<file path="src/rtl/decode_pkg.sv">
`default_nettype none
// ============================================================================
// Module   : decode_pkg
// Purpose  : Shared opcodes, operation codes, decoded-packet struct and
//            immediate-extraction helpers for the decode stage.
// Revision : 1.0 - initial release
// ============================================================================
package decode_pkg;

   // Immediates are always built at full RV64 width and truncated by the user.
   localparam int IMM_W = 64;

   localparam logic [6:0] OPC_LOAD      = 7'h03;
   localparam logic [6:0] OPC_MISC_MEM  = 7'h0f;
   localparam logic [6:0] OPC_OP_IMM    = 7'h13;
   localparam logic [6:0] OPC_AUIPC     = 7'h17;
   localparam logic [6:0] OPC_OP_IMM_32 = 7'h1b;
   localparam logic [6:0] OPC_STORE     = 7'h23;
   localparam logic [6:0] OPC_OP        = 7'h33;
   localparam logic [6:0] OPC_LUI       = 7'h37;
   localparam logic [6:0] OPC_OP_32     = 7'h3b;
   localparam logic [6:0] OPC_BRANCH    = 7'h63;
   localparam logic [6:0] OPC_JALR      = 7'h67;
   localparam logic [6:0] OPC_JAL       = 7'h6f;
   localparam logic [6:0] OPC_SYSTEM    = 7'h73;

   typedef enum logic [10:0] {
      OP_NONE  = 11'd0,
      OP_LUI   = 11'd1,  OP_AUIPC = 11'd2,  OP_JAL   = 11'd3,  OP_JALR  = 11'd4,
      OP_BEQ   = 11'd5,  OP_BNE   = 11'd6,  OP_BLT   = 11'd7,  OP_BGE   = 11'd8,
      OP_BLTU  = 11'd9,  OP_BGEU  = 11'd10,
      OP_LB    = 11'd11, OP_LH    = 11'd12, OP_LW    = 11'd13, OP_LD    = 11'd14,
      OP_LBU   = 11'd15, OP_LHU   = 11'd16, OP_LWU   = 11'd17,
      OP_SB    = 11'd18, OP_SH    = 11'd19, OP_SW    = 11'd20, OP_SD    = 11'd21,
      OP_ADDI  = 11'd22, OP_SLTI  = 11'd23, OP_SLTIU = 11'd24, OP_XORI  = 11'd25,
      OP_ORI   = 11'd26, OP_ANDI  = 11'd27, OP_SLLI  = 11'd28, OP_SRLI  = 11'd29,
      OP_SRAI  = 11'd30,
      OP_ADD   = 11'd31, OP_SUB   = 11'd32, OP_SLL   = 11'd33, OP_SLT   = 11'd34,
      OP_SLTU  = 11'd35, OP_XOR   = 11'd36, OP_SRL   = 11'd37, OP_SRA   = 11'd38,
      OP_OR    = 11'd39, OP_AND   = 11'd40,
      OP_ADDIW = 11'd41, OP_SLLIW = 11'd42, OP_SRLIW = 11'd43, OP_SRAIW = 11'd44,
      OP_ADDW  = 11'd45, OP_SUBW  = 11'd46, OP_SLLW  = 11'd47, OP_SRLW  = 11'd48,
      OP_SRAW  = 11'd49,
      OP_FENCE = 11'd50, OP_ECALL = 11'd51,
      OP_MUL   = 11'd52, OP_MULH  = 11'd53, OP_MULHSU = 11'd54, OP_MULHU = 11'd55,
      OP_DIV   = 11'd56, OP_DIVU  = 11'd57, OP_REM   = 11'd58, OP_REMU  = 11'd59,
      OP_MULW  = 11'd60, OP_DIVW  = 11'd61, OP_DIVUW = 11'd62, OP_REMW  = 11'd63,
      OP_REMUW = 11'd64
   } operation_e;

   typedef enum logic [0:0] {
      ST_RUN  = 1'b0,
      ST_WAIT = 1'b1
   } state_e;

   typedef struct packed {
      logic [4:0]       rs1;
      logic [4:0]       rs2;
      logic [4:0]       rd;
      logic [IMM_W-1:0] imm;
      operation_e       operation;
      logic             regwrite;
      logic             memread;
      logic             memwrite;
      logic             is_ecall;
      logic             is_serial;
      logic             illegal;
   } decoded_t;

   function automatic logic [IMM_W-1:0] imm_i(input logic [31:0] ins);
      return {{(IMM_W-12){ins[31]}}, ins[31:20]};
   endfunction

   function automatic logic [IMM_W-1:0] imm_s(input logic [31:0] ins);
      return {{(IMM_W-12){ins[31]}}, ins[31:25], ins[11:7]};
   endfunction

   function automatic logic [IMM_W-1:0] imm_b(input logic [31:0] ins);
      return {{(IMM_W-13){ins[31]}}, ins[31], ins[7], ins[30:25], ins[11:8], 1'b0};
   endfunction

   function automatic logic [IMM_W-1:0] imm_j(input logic [31:0] ins);
      return {{(IMM_W-21){ins[31]}}, ins[31], ins[19:12], ins[20], ins[30:21], 1'b0};
   endfunction

   function automatic logic [IMM_W-1:0] imm_u(input logic [31:0] ins);
      return {{(IMM_W-32){ins[31]}}, ins[31:12], 12'b0};
   endfunction

endpackage
`default_nettype wire

</file>
<file path="src/rtl/decode_comb.sv">
`default_nettype none
// ============================================================================
// Module   : decode_comb
// Purpose  : Purely combinational RV32/RV64 integer instruction decoder.
//            Build option RV_M_EN enables the multiply/divide encodings;
//            without it they decode as illegal.
// Revision : 1.0 - initial release
// ============================================================================
module decode_comb
   import decode_pkg::*;
#(
   parameter int XLEN = 64
) (
   input  logic [31:0] instrux_i,
   output decoded_t    dec_o
);

   localparam int SHAMT_W = $clog2(XLEN);
   localparam bit RV64    = (XLEN == 64);

   logic [6:0]       w_opc;
   logic [6:0]       w_f7;
   logic [5:0]       w_f6;
   logic [2:0]       w_f3;
   logic [4:0]       w_rs1;
   logic [4:0]       w_rs2;
   logic [4:0]       w_rd;
   logic [IMM_W-1:0] w_shamt;
   logic             w_ill;
   decoded_t         w_dec;

   assign w_opc   = instrux_i[6:0];
   assign w_f7    = instrux_i[31:25];
   assign w_f6    = instrux_i[31:26];
   assign w_f3    = instrux_i[14:12];
   assign w_rs1   = instrux_i[19:15];
   assign w_rs2   = instrux_i[24:20];
   assign w_rd    = instrux_i[11:7];
   assign w_shamt = {{(IMM_W-SHAMT_W){1'b0}}, instrux_i[20 +: SHAMT_W]};

   // Decode opcode/funct fields; any unrecognised encoding collapses to an illegal packet.
   always_comb begin
      w_dec = '0;
      w_ill = 1'b0;
      case (w_opc)
         OPC_LUI, OPC_AUIPC: begin
            w_dec.operation = (w_opc == OPC_LUI) ? OP_LUI : OP_AUIPC;
            w_dec.rd        = w_rd;
            w_dec.imm       = imm_u(instrux_i);
            w_dec.regwrite  = 1'b1;
         end
         OPC_JAL: begin
            w_dec.operation = OP_JAL;
            w_dec.rd        = w_rd;
            w_dec.imm       = imm_j(instrux_i);
            w_dec.regwrite  = 1'b1;
         end
         OPC_JALR: begin
            w_dec.operation = OP_JALR;
            w_dec.rd        = w_rd;
            w_dec.rs1       = w_rs1;
            w_dec.imm       = imm_i(instrux_i);
            w_dec.regwrite  = 1'b1;
            if (w_f3 != 3'd0) w_ill = 1'b1;
         end
         OPC_BRANCH: begin
            w_dec.rs1 = w_rs1;
            w_dec.rs2 = w_rs2;
            w_dec.imm = imm_b(instrux_i);
            case (w_f3)
               3'd0:    w_dec.operation = OP_BEQ;
               3'd1:    w_dec.operation = OP_BNE;
               3'd4:    w_dec.operation = OP_BLT;
               3'd5:    w_dec.operation = OP_BGE;
               3'd6:    w_dec.operation = OP_BLTU;
               3'd7:    w_dec.operation = OP_BGEU;
               default: w_ill = 1'b1;
            endcase
         end
         OPC_LOAD: begin
            w_dec.rd        = w_rd;
            w_dec.rs1       = w_rs1;
            w_dec.imm       = imm_i(instrux_i);
            w_dec.regwrite  = 1'b1;
            w_dec.memread   = 1'b1;
            w_dec.is_serial = 1'b1;
            case (w_f3)
               3'd0:    w_dec.operation = OP_LB;
               3'd1:    w_dec.operation = OP_LH;
               3'd2:    w_dec.operation = OP_LW;
               3'd3:    if (RV64) w_dec.operation = OP_LD;  else w_ill = 1'b1;
               3'd4:    w_dec.operation = OP_LBU;
               3'd5:    w_dec.operation = OP_LHU;
               3'd6:    if (RV64) w_dec.operation = OP_LWU; else w_ill = 1'b1;
               default: w_ill = 1'b1;
            endcase
         end
         OPC_STORE: begin
            w_dec.rs1       = w_rs1;
            w_dec.rs2       = w_rs2;
            w_dec.imm       = imm_s(instrux_i);
            w_dec.memwrite  = 1'b1;
            w_dec.is_serial = 1'b1;
            case (w_f3)
               3'd0:    w_dec.operation = OP_SB;
               3'd1:    w_dec.operation = OP_SH;
               3'd2:    w_dec.operation = OP_SW;
               3'd3:    if (RV64) w_dec.operation = OP_SD; else w_ill = 1'b1;
               default: w_ill = 1'b1;
            endcase
         end
         OPC_OP_IMM: begin
            w_dec.rd       = w_rd;
            w_dec.rs1      = w_rs1;
            w_dec.imm      = imm_i(instrux_i);
            w_dec.regwrite = 1'b1;
            case (w_f3)
               3'd0: w_dec.operation = OP_ADDI;
               3'd2: w_dec.operation = OP_SLTI;
               3'd3: w_dec.operation = OP_SLTIU;
               3'd4: w_dec.operation = OP_XORI;
               3'd6: w_dec.operation = OP_ORI;
               3'd7: w_dec.operation = OP_ANDI;
               3'd1: begin
                  w_dec.imm = w_shamt;
                  // shamt[5] only exists on RV64; bit 25 must be clear on RV32.
                  if (w_f6 == 6'h00 && (RV64 || !instrux_i[25])) w_dec.operation = OP_SLLI;
                  else w_ill = 1'b1;
               end
               default: begin
                  w_dec.imm = w_shamt;
                  if (!RV64 && instrux_i[25])  w_ill = 1'b1;
                  else if (w_f6 == 6'h00)      w_dec.operation = OP_SRLI;
                  else if (w_f6 == 6'h10)      w_dec.operation = OP_SRAI;
                  else                         w_ill = 1'b1;
               end
            endcase
         end
         OPC_OP_IMM_32: begin
            w_dec.rd       = w_rd;
            w_dec.rs1      = w_rs1;
            w_dec.imm      = imm_i(instrux_i);
            w_dec.regwrite = 1'b1;
            if (!RV64) w_ill = 1'b1;
            else begin
               case (w_f3)
                  3'd0: w_dec.operation = OP_ADDIW;
                  3'd1: begin
                     w_dec.imm = w_shamt;
                     if (w_f7 == 7'h00) w_dec.operation = OP_SLLIW; else w_ill = 1'b1;
                  end
                  3'd5: begin
                     w_dec.imm = w_shamt;
                     if (w_f7 == 7'h00)      w_dec.operation = OP_SRLIW;
                     else if (w_f7 == 7'h20) w_dec.operation = OP_SRAIW;
                     else                    w_ill = 1'b1;
                  end
                  default: w_ill = 1'b1;
               endcase
            end
         end
         OPC_OP: begin
            w_dec.rd       = w_rd;
            w_dec.rs1      = w_rs1;
            w_dec.rs2      = w_rs2;
            w_dec.regwrite = 1'b1;
            case (w_f7)
               7'h00: begin
                  case (w_f3)
                     3'd0:    w_dec.operation = OP_ADD;
                     3'd1:    w_dec.operation = OP_SLL;
                     3'd2:    w_dec.operation = OP_SLT;
                     3'd3:    w_dec.operation = OP_SLTU;
                     3'd4:    w_dec.operation = OP_XOR;
                     3'd5:    w_dec.operation = OP_SRL;
                     3'd6:    w_dec.operation = OP_OR;
                     default: w_dec.operation = OP_AND;
                  endcase
               end
               7'h20: begin
                  case (w_f3)
                     3'd0:    w_dec.operation = OP_SUB;
                     3'd5:    w_dec.operation = OP_SRA;
                     default: w_ill = 1'b1;
                  endcase
               end
`ifdef RV_M_EN
               7'h01: begin
                  case (w_f3)
                     3'd0:    w_dec.operation = OP_MUL;
                     3'd1:    w_dec.operation = OP_MULH;
                     3'd2:    w_dec.operation = OP_MULHSU;
                     3'd3:    w_dec.operation = OP_MULHU;
                     3'd4:    w_dec.operation = OP_DIV;
                     3'd5:    w_dec.operation = OP_DIVU;
                     3'd6:    w_dec.operation = OP_REM;
                     default: w_dec.operation = OP_REMU;
                  endcase
               end
`endif
               default: w_ill = 1'b1;
            endcase
         end
         OPC_OP_32: begin
            w_dec.rd       = w_rd;
            w_dec.rs1      = w_rs1;
            w_dec.rs2      = w_rs2;
            w_dec.regwrite = 1'b1;
            if (!RV64) w_ill = 1'b1;
            else begin
               case ({w_f7, w_f3})
                  {7'h00, 3'd0}: w_dec.operation = OP_ADDW;
                  {7'h00, 3'd1}: w_dec.operation = OP_SLLW;
                  {7'h00, 3'd5}: w_dec.operation = OP_SRLW;
                  {7'h20, 3'd0}: w_dec.operation = OP_SUBW;
                  {7'h20, 3'd5}: w_dec.operation = OP_SRAW;
`ifdef RV_M_EN
                  {7'h01, 3'd0}: w_dec.operation = OP_MULW;
                  {7'h01, 3'd4}: w_dec.operation = OP_DIVW;
                  {7'h01, 3'd5}: w_dec.operation = OP_DIVUW;
                  {7'h01, 3'd6}: w_dec.operation = OP_REMW;
                  {7'h01, 3'd7}: w_dec.operation = OP_REMUW;
`endif
                  default:       w_ill = 1'b1;
               endcase
            end
         end
         OPC_MISC_MEM: begin
            if (w_f3 == 3'd0) w_dec.operation = OP_FENCE; else w_ill = 1'b1;
         end
         OPC_SYSTEM: begin
            // Only ECALL is supported; every other SYSTEM encoding traps as illegal.
            if (instrux_i[31:7] == 25'd0) begin
               w_dec.operation = OP_ECALL;
               w_dec.is_ecall  = 1'b1;
               w_dec.is_serial = 1'b1;
            end else begin
               w_ill = 1'b1;
            end
         end
         default: w_ill = 1'b1;
      endcase

      if (w_ill) begin
         w_dec         = '0;
         w_dec.illegal = 1'b1;
      end
   end

   assign dec_o = w_dec;

endmodule
`default_nettype wire

</file>
<file path="src/rtl/decode_pipe.sv">
`default_nettype none
// ============================================================================
// Module   : decode_pipe
// Purpose  : Decode stage with valid/ready handshake, one-entry skid buffer
//            and a RUN/WAIT serialisation FSM for load/store/ecall.
//            Build option RV_M_EN (passed to decode_comb) enables M-extension.
// Revision : 1.0 - initial release
// ============================================================================
module decode_pipe
   import decode_pkg::*;
#(
   parameter int XLEN = 64
) (
   input  logic              clk,
   input  logic              reset,
   input  logic              in_valid,
   output logic              in_ready,
   input  logic [31:0]       in_instrux,
   input  logic [XLEN-1:0]   in_pc,
   input  logic              flush,
   input  logic              serial_done,
   output logic              out_valid,
   input  logic              out_ready,
   output logic [XLEN-1:0]   out_pc,
   output logic [31:0]       out_instrux,
   output logic [4:0]        out_rs1,
   output logic [4:0]        out_rs2,
   output logic [4:0]        out_rd,
   output logic [XLEN-1:0]   out_imm,
   output logic [10:0]       out_operation,
   output logic              out_regwrite,
   output logic              out_memread,
   output logic              out_memwrite,
   output logic              out_is_ecall,
   output logic              out_illegal,
   output logic              serial_busy
);

   typedef struct packed {
      logic [XLEN-1:0] pc;
      logic [31:0]     instrux;
      decoded_t        dec;
   } packet_t;

   state_e  state_q, state_d;
   packet_t out_q, out_d;
   packet_t skid_q, skid_d;
   logic    out_valid_q, out_valid_d;
   logic    skid_valid_q, skid_valid_d;

   decoded_t w_dec;
   packet_t  w_new;
   logic     w_accept;
   logic     w_load_out;

   decode_comb #(
      .XLEN (XLEN)
   ) u_decode (
      .instrux_i (in_instrux),
      .dec_o     (w_dec)
   );

   assign in_ready   = (state_q == ST_RUN) && !skid_valid_q && !flush;
   assign w_accept   = in_valid && in_ready;
   assign w_load_out = !out_valid_q || out_ready;
   assign w_new      = '{pc: in_pc, instrux: in_instrux, dec: w_dec};

   // Output/skid next state: flush kills everything, skid drains before new packets.
   always_comb begin
      out_d        = out_q;
      out_valid_d  = out_valid_q;
      skid_d       = skid_q;
      skid_valid_d = skid_valid_q;
      if (flush) begin
         out_valid_d  = 1'b0;
         skid_valid_d = 1'b0;
      end else if (w_load_out) begin
         if (skid_valid_q) begin
            out_d        = skid_q;
            out_valid_d  = 1'b1;
            skid_valid_d = 1'b0;
         end else if (w_accept) begin
            out_d       = w_new;
            out_valid_d = 1'b1;
         end else begin
            out_valid_d = 1'b0;
         end
      end else if (w_accept) begin
         skid_d       = w_new;
         skid_valid_d = 1'b1;
      end
   end

   // Serialisation FSM next state: park in WAIT after a legal load/store/ecall.
   always_comb begin
      state_d = state_q;
      case (state_q)
         ST_RUN:  if (w_accept && w_dec.is_serial) state_d = ST_WAIT;
         ST_WAIT: if (serial_done || flush)        state_d = ST_RUN;
         default: state_d = ST_RUN;
      endcase
   end

   // State registers with synchronous reset.
   always_ff @(posedge clk) begin
      if (reset) begin
         state_q      <= ST_RUN;
         out_q        <= '0;
         skid_q       <= '0;
         out_valid_q  <= 1'b0;
         skid_valid_q <= 1'b0;
      end else begin
         state_q      <= state_d;
         out_q        <= out_d;
         skid_q       <= skid_d;
         out_valid_q  <= out_valid_d;
         skid_valid_q <= skid_valid_d;
      end
   end

   assign out_valid     = out_valid_q;
   assign out_pc        = out_q.pc;
   assign out_instrux   = out_q.instrux;
   assign out_rs1       = out_q.dec.rs1;
   assign out_rs2       = out_q.dec.rs2;
   assign out_rd        = out_q.dec.rd;
   assign out_imm       = out_q.dec.imm[XLEN-1:0];
   assign out_operation = out_q.dec.operation;
   assign out_regwrite  = out_q.dec.regwrite;
   assign out_memread   = out_q.dec.memread;
   assign out_memwrite  = out_q.dec.memwrite;
   assign out_is_ecall  = out_q.dec.is_ecall;
   assign out_illegal   = out_q.dec.illegal;
   assign serial_busy   = (state_q == ST_WAIT);

endmodule
`default_nettype wire

</file>
<file path="config.mk">
export PLATFORM = sky130hd
export DESIGN_NAME = decode_pipe
export DESIGN_NICKNAME = d
export VERILOG_FILES = /design/src/rtl/decode_pkg.sv /design/src/rtl/decode_comb.sv /design/src/rtl/decode_pipe.sv
export SDC_FILE = /design/constraint.sdc
export NUM_CORES = 1
export LEC_CHECK = 0
export CORE_MARGIN = 2
export CORE_UTILIZATION = 31
export DETAILED_ROUTE_END_ITERATION = 8
export PLACE_DENSITY = 0.49
export SETUP_SLACK_MARGIN = 0.15
export SLEW_MARGIN = 20
export SYNTH_ARGS = -nofsm -noshare
export SYNTH_HDL_FRONTEND = slang
export SYNTH_SLANG_ARGS = --single-unit
</file>
<file path="constraint.sdc">
create_clock -name clk -period 3.3 [get_ports clk]
set_input_delay 0.495 -clock clk [delete_from_list [all_inputs] [get_ports clk]]
set_output_delay 0.495 -clock clk [all_outputs]
set_load 0.02 [all_outputs]
</file>
==> impl_metrics.json <==
{
  "powerDensity_nw_per_um2": 475,
  "dieHeight_um": 218,
  "timing.critical_path.slowest_stage_cell": "clkdlybuf4s50_1",
  "post_cts_buffers": 0,
  "post_synth_mux_area_share_pct": 7.09,
  "grt_pass1_wl_um": 79100,
  "design.portCount": 296,
  "finalNonFillerCells": 2629,
  "clock_tree.htree_level_count": 2,
  "synth_adder_area_share_pct": 0,
  "worstPathBufferInverterCount": 4,
  "post_drt_wl_per_cell_um": 19.5,
  "cts_inserted_buffers": 38,
  "async_flop_share_pct": 0,
  "min_period_over_period_pct": 88.2,
  "post_synth_inst_count": 1764,
  "rr_endpoint": "skid_q[45]",
  "critical_path_required_ps": 3700,
  "initial_utilization_pct": 31.4,
  "timing.critical_path.max_delay_family": "buffers and inverters",
  "fmax_mhz": 344,
  "clk_latency_ps": 550,
  "cts_tree": "done",
  "cap_viol_max_count": 0,
  "yosys_register_bits": 311,
  "crit_path_max_fanout": 18,
  "layout-drive-gt1-share_pct": 9.46,
  "vias": 13600,
  "run_status": "complete, no violations",
  "placed_cells": 2565,
  "design.final.nets": 2107,
  "postSynthAreaPerCell_um2": 8.08,
  "synthDistinctLibCells": 70,
  "drcViolationCount": 0,
  "num-fill-cells": 4658,
  "leakagePower_nw": 6.23,
  "rsz0062_at_grt": "no",
  "detail_route.wirelength_um": 51300,
  "yosys.area_share.xor_xnor_pct": 0.0615,
  "synth-edff-count": 0,
  "worstSetupStartpoint": "in_instrux[3]",
  "diodes": 0,
  "most_frequent_cell_on_the_critical_path": "buf_4",
  "fin_skew_ps": 11.0,
  "drtIter0Drc": 937,
  "number_of_warnings_printed_during_yosys_synthesis": 0,
  "reg2regPathDepth": 9,
  "timing.final.crit_period_ps": 2910,
  "critical_path_arrival_ps": 3310,
  "critical_path.cell_chain": "clkdlybuf4s50_1 > nand4b_1 > a2111oi_1 > buf_4 > nor4_2 > buf_4 > buf_12 > a31oi_1 > a211oi_1",
  "grt_usage_pct": 21.2,
  "largest_family_of_logic_cells_by_synthesized_area": "compound AO/OA/AOI/OAI gates",
  "setup_viol": 0,
  "drt_first_pass_iters": 5,
  "timing.setup.critical_path_class": "in2reg",
  "via_per_inst": 5.19,
  "slowest_delay_ps": 700,
  "seq_area_frac_synth_pct": 43.7,
  "post_cts.resized_instances": 0,
  "area_growth_syn_to_layout_pct": 34.6,
  "cts_hold_repair.buffers": 0,
  "ctsLongestPathBuffers": 3,
  "initial_antenna_violation_count": 1,
  "dieWidth_um": 218,
  "critPathCapture": "skid_q[81]",
  "min_path_type": "reg2reg",
  "drtAntennaViolNets": 0,
  "utilization_pct": 42.3,
  "cts.sinks": 311,
  "synth_cell_area_um2": 14200,
  "ir_drop_mv": 0.328,
  "first_global_vias": 13000,
  "worst_slew_pin_slew_ps": 1080,
  "synthFlopType": "dfxtp_1",
  "endpoint_kind": "register",
  "total_congestion_overflow_after_global_routing": 0,
  "worst_setup_path_start_kind": "primary input",
  "regToRegStartpoint": "skid_valid_q",
  "floorplan.die_area_um2": 47700,
  "timing.reg2reg.setup_slack_ps": 860,
  "port_buffers": 290,
  "clk_root_buffer_cell": "clkbuf_16",
  "synth-compound-area-share_pct": 21.4,
  "core_region_area_um2": 45400,
  "grt_start_max_net_pins": 122,
  "slew_headroom_pct": 27.9,
  "hold_violations": 0,
  "place_hpwl_um": 35200,
  "yosys.area_share.simple_pct": 20.9,
  "crit_cells": 9,
  "clk_transition_reported_paths_ps": 60,
  "core.rowCount": 78,
  "report.final.slew_viol_count": 0,
  "globalplace.congestion": 0.953
}
-- kinds of logic after synthesis --
| logic type | after synthesis |
|---|---|
| AOI/OAI and AO/OA | 473 |
| and+or+nand+nor | 662 |
| xor gates and xnor gates | 1 |
| other | 1 |
| muxes | 101 |
| buffers and inverters | 215 |
| DFF | 311 |
-- sequential cells by signal (all words and copies together) (netlist names), 5 cells and up --
name and cells:
out_imm 32, out_instrux 32, out_operation 6, out_pc 64
out_rd 5, out_rs1 5, out_rs2 5, skid_q 154
-- worst min-delay path by stage --
stage,start,end,slack (ps),cells after the start
6_report,skid_q[30],skid_q[30],440,2
5_1_grt,skid_q[30],skid_q[30],460,2
2_1_floorplan,skid_q[79],skid_q[79],420,2
3_5_place_dp,skid_q[79],skid_q[79],440,2
4_1_cts,skid_q[79],skid_q[79],440,2
3_3_place_gp,skid_q[79],skid_q[79],430,2
-- synth_stat cells, types with 11 or more instances --
| cell | instances | area share (%) |
|---|---|---|
| buf_4 | 38 | 2.0 |
| nand3_1 | 25 | 0.88 |
| buf_2 | 21 | 0.74 |
| nor2b_1 | 16 | 0.70 |
| o211ai_1 | 11 | 0.58 |
| o21ai_1 | 11 | 0.39 |
| o21ai_0 | 48 | 1.7 |
| o2111ai_1 | 25 | 1.5 |
| nand4_1 | 21 | 0.92 |
| nor3_1 | 21 | 0.74 |
| nand2b_1 | 13 | 0.57 |
| a31oi_1 | 14 | 0.61 |
| a211oi_1 | 126 | 6.6 |
| and2_1 | 12 | 0.53 |
| buf_1 | 16 | 0.42 |
| dfxtp_1 | 311 | 44 |
| clkbuf_1 | 130 | 3.4 |
| a21oi_1 | 173 | 6.1 |
| nand2_1 | 300 | 7.9 |
| nor2_1 | 178 | 4.7 |
| mux2i_1 | 101 | 7.1 |
| nor4_1 | 30 | 1.3 |
-- per-stage QoR --
| stage | total power, W | setup WS [ps] | hold slack, ps | setup TNS, ps | cell area, µm² |
|---|---|---|---|---|---|
| after floorplan | 0.00456 | 716 | 422 | 0 | 14300 |
| after global placement | 0.00514 | -15.7 | 431 | -69.8 | 18000 |
| after detailed placement | 0.00514 | -111 | 436 | -567 | 18000 |
| after CTS | 0.00925 | 440 | 445 | 0 | 19200 |
| after global routing | 0.00951 | 243 | 459 | 0 | 19200 |
| final | 0.00911 | 389 | 444 | 0 | 19200 |
-- report_power, final --
| part | switching (W) | leakage [nW] | internal [W] | total [W] |
|---|---|---|---|---|
| combinational | 0.000647 | 3.12 | 0.000500 | 0.00115 |
| sequential | 0.0000600 | 2.52 | 0.00385 | 0.00391 |
| clock | 0.00163 | 0.587 | 0.00243 | 0.00405 |
| total | 0.00233 | 6.23 | 0.00678 | 0.00911 |
-- layout make-up --
cell class	instances	area [µm²]	area share (%)
Sequential cell	311	6230	32.5
Timing Repair Buffer	402	3870	20.2
Clock buffer	58	1130	5.88
Inverter	10	37.5	0.196
Multi-Input combinational cell	1242	7100	37.0
Tap cell	600	751	3.91
Clock inverter	6	66.3	0.346
-- cells in the final DEF, fill, tap and decap left out, drive strengths merged, types with 5 or more instances in the layout --
master	count
a21oi	173
nor4	32
o221a	6
o21ai	59
nor3	23
nand2	301
a31oi	14
a211oi	126
o22ai	5
nand2b	13
a22oi	5
clkdlybuf4s50	289
a211o	5
inv	12
buf	112
dfxtp	311
o2111ai	25
mux2i	101
nor2b	16
a21o	6
nor2	180
o211ai	11
o31ai	9
nand4	21
conb	5
nand3	25
or3	8
or4	8
and2	12
clkbuf	59
-- worst register-to-register path: cells and delay by family (launching register included) --
kind	cells	cell delay, ps
simple gates	4	1170
flops	1	370
buf+inv	3	570
compound gates	2	270
-- metal layers --
metal  wire length (µm)  vias to the layer above  track usage (%)
met5                 13                        -                0
met4               1030                        2             5.85
met3               3130                       58             4.52
met2              23200                      351             33.4
met1              23900                     6492             29.1
li1                   -                     6729                -
No activity file was read; power rests on OpenSTA's default activity.
